<file path="config.mk">
export PLATFORM = sky130hd
export DESIGN_NAME = load_data_unit
export DESIGN_NICKNAME = d
export VERILOG_FILES = /design/src/rtl/mips_pkg.sv /design/src/rtl/load_extend.sv /design/src/rtl/load_data_unit.sv
export SDC_FILE = /design/constraint.sdc
export NUM_CORES = 1
export LEC_CHECK = 0
export CAP_MARGIN = 10
export CORE_ASPECT_RATIO = 0.75
export CORE_MARGIN = 2
export CORE_UTILIZATION = 25
export DETAILED_ROUTE_END_ITERATION = 8
export PLACE_DENSITY = 0.63
export SLEW_MARGIN = 20
export SYNTH_ARGS = -nofsm -noshare
export SYNTH_HDL_FRONTEND = slang
export SYNTH_SLANG_ARGS = --single-unit
</file>
<file path="constraint.sdc">
create_clock -name clk -period 3.9 [get_ports clk]
set_input_delay 0.975 -clock clk [delete_from_list [all_inputs] [get_ports clk]]
set_output_delay 0.975 -clock clk [all_outputs]
set_load 0.01 [all_outputs]
</file>
<file path="src/rtl/mips_pkg.sv">
// Shared MEM-stage definitions: load opcodes, load FSM states and load classes.
package mips_pkg;

    localparam logic [5:0] OP_LB  = 6'b100000;
    localparam logic [5:0] OP_LH  = 6'b100001;
    localparam logic [5:0] OP_LW  = 6'b100011;
    localparam logic [5:0] OP_LBU = 6'b100100;
    localparam logic [5:0] OP_LHU = 6'b100101;

    typedef enum logic [1:0] {
        IDLE = 2'd0,
        WAIT = 2'd1,
        RESP = 2'd2
    } ld_state_t;

    typedef enum logic [1:0] {
        LD_BYTE = 2'd0,
        LD_HALF = 2'd1,
        LD_WORD = 2'd2
    } ld_size_t;

    // Access width plus sign-extension flag (set for LB/LH).
    typedef struct packed {
        ld_size_t size;
        logic     sgn;
    } ld_class_t;

endpackage

</file>
<file path="src/rtl/load_extend.sv">
// Little-endian lane select and sign/zero extension of a loaded word.
module load_extend
    import mips_pkg::*;
(
    input  logic [31:0] word,
    input  logic [1:0]  offset,
    input  ld_size_t    size,
    input  logic        sgn,
    output logic [31:0] data
);

    function automatic logic [31:0] ext_byte(input logic [7:0] b, input logic s);
        return {{24{s & b[7]}}, b};
    endfunction

    function automatic logic [31:0] ext_half(input logic [15:0] h, input logic s);
        return {{16{s & h[15]}}, h};
    endfunction

    logic [7:0]  byte_lane;
    logic [15:0] half_lane;

    // Pick the addressed lane and widen it to 32 bits.
    always_comb begin
        byte_lane = word[{offset, 3'b000} +: 8];
        half_lane = offset[1] ? word[31:16] : word[15:0];
        case (size)
            LD_BYTE: data = ext_byte(byte_lane, sgn);
            LD_HALF: data = ext_half(half_lane, sgn);
            default: data = word;
        endcase
    end

endmodule

</file>
<file path="src/rtl/load_data_unit.sv">
// MEM-stage load engine: alignment check, req/ack read with timeout, and
// extended result delivery to write-back.
module load_data_unit
    import mips_pkg::*;
#(
    parameter int TIMEOUT = 255
) (
    input  logic        clk,
    input  logic        rst_n,
    input  logic        Load_Req_M,
    input  logic [31:0] Instr_M,
    input  logic [31:0] ALU_Out_M,
    input  logic        Mem_Ack,
    input  logic [31:0] Mem_RData,
    output logic        Mem_Req,
    output logic [31:0] Mem_Addr,
    output logic        Stall_M,
    output logic [31:0] Load_Data_W,
    output logic        Load_Valid_W,
    output logic        Addr_Err,
    output logic        Bus_Err
);

    localparam int CNT_W = $clog2(TIMEOUT + 1);

    ld_state_t        state;
    logic [CNT_W-1:0] wait_cnt;
    ld_class_t        cls_q;
    logic [1:0]       off_q;

    ld_class_t        cls_d;
    logic             is_load;
    logic             misaligned;
    logic             load_ok;
    logic             load_bad;
    logic [31:0]      ext_data;
    logic             unused_instr;

    assign unused_instr = ^Instr_M[25:0];

    // Decode the opcode into a load class and qualify the request against alignment.
    always_comb begin
        is_load     = 1'b1;
        cls_d.size  = LD_WORD;
        cls_d.sgn   = 1'b0;
        case (Instr_M[31:26])
            OP_LB:   begin cls_d.size = LD_BYTE; cls_d.sgn = 1'b1; end
            OP_LBU:  cls_d.size = LD_BYTE;
            OP_LH:   begin cls_d.size = LD_HALF; cls_d.sgn = 1'b1; end
            OP_LHU:  cls_d.size = LD_HALF;
            OP_LW:   cls_d.size = LD_WORD;
            default: is_load = 1'b0;
        endcase
        misaligned = ((cls_d.size == LD_HALF) && ALU_Out_M[0]) ||
                     ((cls_d.size == LD_WORD) && (ALU_Out_M[1:0] != 2'b00));
        load_ok  = (state == IDLE) && Load_Req_M && is_load && !misaligned;
        load_bad = (state == IDLE) && Load_Req_M && is_load &&  misaligned;
    end

    // Freeze the front of the pipe while a read is being launched or awaited;
    // gated by rst_n so the stall drops the instant reset asserts.
    assign Stall_M = rst_n & (load_ok | (state == WAIT));

    load_extend u_extend (
        .word   (Mem_RData),
        .offset (off_q),
        .size   (cls_q.size),
        .sgn    (cls_q.sgn),
        .data   (ext_data)
    );

    // Load FSM, wait counter and all registered outputs.
    always_ff @(posedge clk or negedge rst_n) begin
        if (!rst_n) begin
            state        <= IDLE;
            wait_cnt     <= '0;
            cls_q.size   <= LD_BYTE;
            cls_q.sgn    <= 1'b0;
            off_q        <= 2'b00;
            Mem_Req      <= 1'b0;
            Mem_Addr     <= '0;
            Load_Data_W  <= '0;
            Load_Valid_W <= 1'b0;
            Addr_Err     <= 1'b0;
            Bus_Err      <= 1'b0;
        end else begin
            Load_Valid_W <= 1'b0;
            Addr_Err     <= 1'b0;
            Bus_Err      <= 1'b0;
            case (state)
                IDLE: begin
                    Addr_Err <= load_bad;
                    if (load_ok) begin
                        state    <= WAIT;
                        wait_cnt <= '0;
                        cls_q    <= cls_d;
                        off_q    <= ALU_Out_M[1:0];
                        Mem_Req  <= 1'b1;
                        Mem_Addr <= {ALU_Out_M[31:2], 2'b00};
                    end
                end
                WAIT: begin
                    // An ack on the timeout cycle still counts as a good read.
                    if (Mem_Ack) begin
                        Load_Data_W  <= ext_data;
                        Load_Valid_W <= 1'b1;
                        Mem_Req      <= 1'b0;
                        state        <= RESP;
                    end else if (wait_cnt == CNT_W'(TIMEOUT)) begin
                        Load_Data_W  <= '0;
                        Load_Valid_W <= 1'b1;
                        Bus_Err      <= 1'b1;
                        Mem_Req      <= 1'b0;
                        state        <= RESP;
                    end else begin
                        wait_cnt <= wait_cnt + CNT_W'(1);
                    end
                end
                // The instruction in MEM is still the completed load; ignore it.
                RESP:    state <= IDLE;
                default: state <= IDLE;
            endcase
        end
    end

endmodule

</file>
==> flow_summary.json <==
{
  "post_cts_buffers": 0,
  "min_from": "Load_Data_W[0]$_DFFE_PN0P_",
  "seq_area_frac_synth": 0.533,
  "pre_cts_ws_ps": 157,
  "final_cell_mix": "139 x clkdlybuf4s50_1, 81 x dfrtp_1, 43 x mux2_2",
  "num_vias": 3070,
  "areaGrowthSynthToFinish_pct": 49.3,
  "period_share": 0.951,
  "ys_types": 46,
  "drt_wl_total_um": 11200,
  "finalHoldViolCount": 0,
  "synth-seq-cells": 81,
  "die_y_um": 111,
  "viasPerCell": 4.68,
  "cts.sinks": 81,
  "cp.arrival_ps": 2730,
  "r2r_end": "Load_Data_W[26]$_DFFE_PN0P_",
  "antenna_found_initial": 0,
  "cts_max_path_buffers": 2,
  "holdCritPathClass": "reg2reg",
  "drt_iter0_drc": 136,
  "core_mm2": 0.0150,
  "start_util": 0.253,
  "finalClockSkew_ps": 6.54,
  "grt_pass1_wl_um": 18100,
  "final_util": 0.378,
  "synth_warnings": 0,
  "tritoncts": "yes",
  "reg2reg_from": "off_q[1]$_DFFE_PN0P_",
  "status": "completed",
  "ant_nets": 0,
  "finalSetupViolations": 0,
  "rsz0062_at_grt": "false",
  "rows": 39,
  "root_buffer": "clkbuf_16",
  "drt_pass1_iterations": 4,
  "p_leak_nw": 2.29,
  "gp_congestion": 0.793,
  "fin_ws_ps": 191,
  "hold_depth": 1,
  "maxSlewHeadroom": 0.322,
  "port_buffers": 140,
  "ir_drop_v": 0.000264,
  "fmax_mhz": 270,
  "routedWlPerCell_um": 17.1,
  "critPathRequiredTime_ps": 2920,
  "netlist_instances": 309,
  "clock_latency_ps": 340,
  "grt-ovfl-total": 0,
  "fillers": 1485,
  "layout_commonest_cell": "clkdlybuf4s50_1",
  "cts_buffers": 9,
  "path_clk_slew_ps": 60,
  "syn_avg_cell_area_um2": 12.3,
  "diodes": 0,
  "ctsHoldBuffers": 0,
  "reg2reg_slack_ps": 1550,
  "htreeDepth": 3,
  "cts-resized-gates": 0,
  "startpoint": "Instr_M[31]",
  "setup.worst_path.end_class": "primary output",
  "dieArea_mm2": 0.0162,
  "grt_util_all_layers": 0.143,
  "power_density_mw_per_mm2": 563,
  "tns_ps": 0,
  "rr_worst_depth": 5,
  "finalNetCount": 547,
  "critPathKind": "in2out",
  "dpl.hpwl_um": 7970,
  "drc": 0,
  "syn_area_mm2": 0.00380,
  "cp_max_fo": 2,
  "io_pins": 169,
  "drive_gt1_frac": 0.197,
  "worst_pin_slew_ps": 1020,
  "first_global_vias": 3292,
  "synth-main-ff-cell": "dfrtp_1",
  "drv_cap": 0,
  "drv_slew": 0,
  "die_width_um": 146,
  "synth_edf_count": 0,
  "critPathLaunchType": "input port",
  "grt_max_degree": 66,
  "async_reset_ff_frac": 1.00,
  "holdPathEnd": "Load_Data_W[0]$_DFFE_PN0P_",
  "period_needed_ps": 3710
}
==> cells by family (layout without fill, tap and decap cells) <==
logic type | after synthesis | after routing | share of synthesized area
other | 1 | 2 | 0.000986
buffers and inverters | 38 | 179 | 0.0540
AND/OR/NAND/NOR | 49 | 49 | 0.0737
adder cells (fa/ha/maj) | 1 | 1 | 0.00329
flip-flops | 81 | 81 | 0.533
multiplexers | 45 | 45 | 0.133
AO/OA/AOI/OAI | 94 | 94 | 0.202
==> final cells by class <==
| type | count | area (um^2) | area share |
|---|---|---|---|
| clock buffers | 10 | 229 | 0.0403 |
| clock inverters | 6 | 68.8 | 0.0121 |
| inverters | 16 | 60.1 | 0.0106 |
| multi-input cells | 191 | 1590 | 0.279 |
| flip-flops and latches | 81 | 2030 | 0.357 |
| well taps | 205 | 256 | 0.0452 |
| repair buffers | 147 | 1450 | 0.256 |
==> registers in the layout, summed over array words and instances (netlist names) <==
register / count
Load_Data_W: 32
Mem_Addr: 30
wait_cnt: 8
cls_q: 3
off_q: 2
state: 2
Addr_Err: 1
Bus_Err: 1
Load_Valid_W: 1
Mem_Req: 1
==> worst max-delay path: stages <==
cell and delay, ps:
clkdlybuf4s50_1 450, nor3b_1 250, buf_4 170, o211ai_2 100, nor2_4 110, o21a_1 110
clkdlybuf4s50_1 560
==> cell usage after synthesis (2+ instances only) <==
| cell | number | area [um^2] |
|---|---|---|
| a31oi_1 | 3 | 18.8 |
| nand4_1 | 2 | 12.5 |
| nor3_1 | 5 | 25.0 |
| nor3b_1 | 4 | 30.0 |
| clkbuf_1 | 7 | 26.3 |
| a21o_1 | 2 | 15.0 |
| clkbuf_8 | 2 | 27.5 |
| dfrtp_1 | 81 | 2030 |
| nor2_1 | 8 | 30.0 |
| o211ai_1 | 3 | 22.5 |
| mux2i_1 | 2 | 20.0 |
| buf_2 | 6 | 30.0 |
| a21oi_1 | 9 | 45.0 |
| nand2_1 | 4 | 15.0 |
| or2b_1 | 2 | 15.0 |
| a32o_1 | 8 | 80.1 |
| inv_1 | 16 | 60.1 |
| mux2_2 | 43 | 484 |
| o2bb2ai_1 | 8 | 70.1 |
| o21ai_0 | 18 | 90.1 |
| a221o_2 | 16 | 180 |
| o22ai_1 | 3 | 18.8 |
| or3_1 | 2 | 12.5 |
| nand2b_1 | 6 | 37.5 |
| o21ai_1 | 2 | 10.0 |
| o221ai_1 | 7 | 61.3 |
| nor2b_1 | 9 | 56.3 |
| a211oi_1 | 7 | 52.6 |
| buf_4 | 5 | 37.5 |
| nand3_1 | 3 | 15.0 |
==> per-layer routing <==
layer	share of wire	GRT usage	up-vias
met1	0.46	0.187	1472
met3	0.097	0.0613	16
met2	0.43	0.216	137
met4	0.016	0.0401	0
li1	-	-	1445
met5	0	0	-
==> worst max path at each step <==
stage                    to  cells after the start
global route        Stall_M                      7
CTS                 Stall_M                      7
global placement    Stall_M                      7
floorplan           Stall_M                      6
detailed placement  Stall_M                      7
finish              Stall_M                      7
==> through the flow <==
stage	cell area (um^2)	cells	hold WS, ps	total power [mW]
finish	5680	656	489	3.20
global route	5680	656	509	3.39
CTS	5680	656	493	3.25
detailed placement	5380	640	473	2.37
global placement	5380	640	476	2.34
floorplan	3810	310	498	1.74
==> where the power goes <==
group / total [mW] / switching [mW] / internal, mW
clock: 0.850 / 0.352 / 0.498
sequential: 1.28 / 0.202 / 1.08
combinational: 1.07 / 0.407 / 0.658
Power figures use the tool's default switching activity.
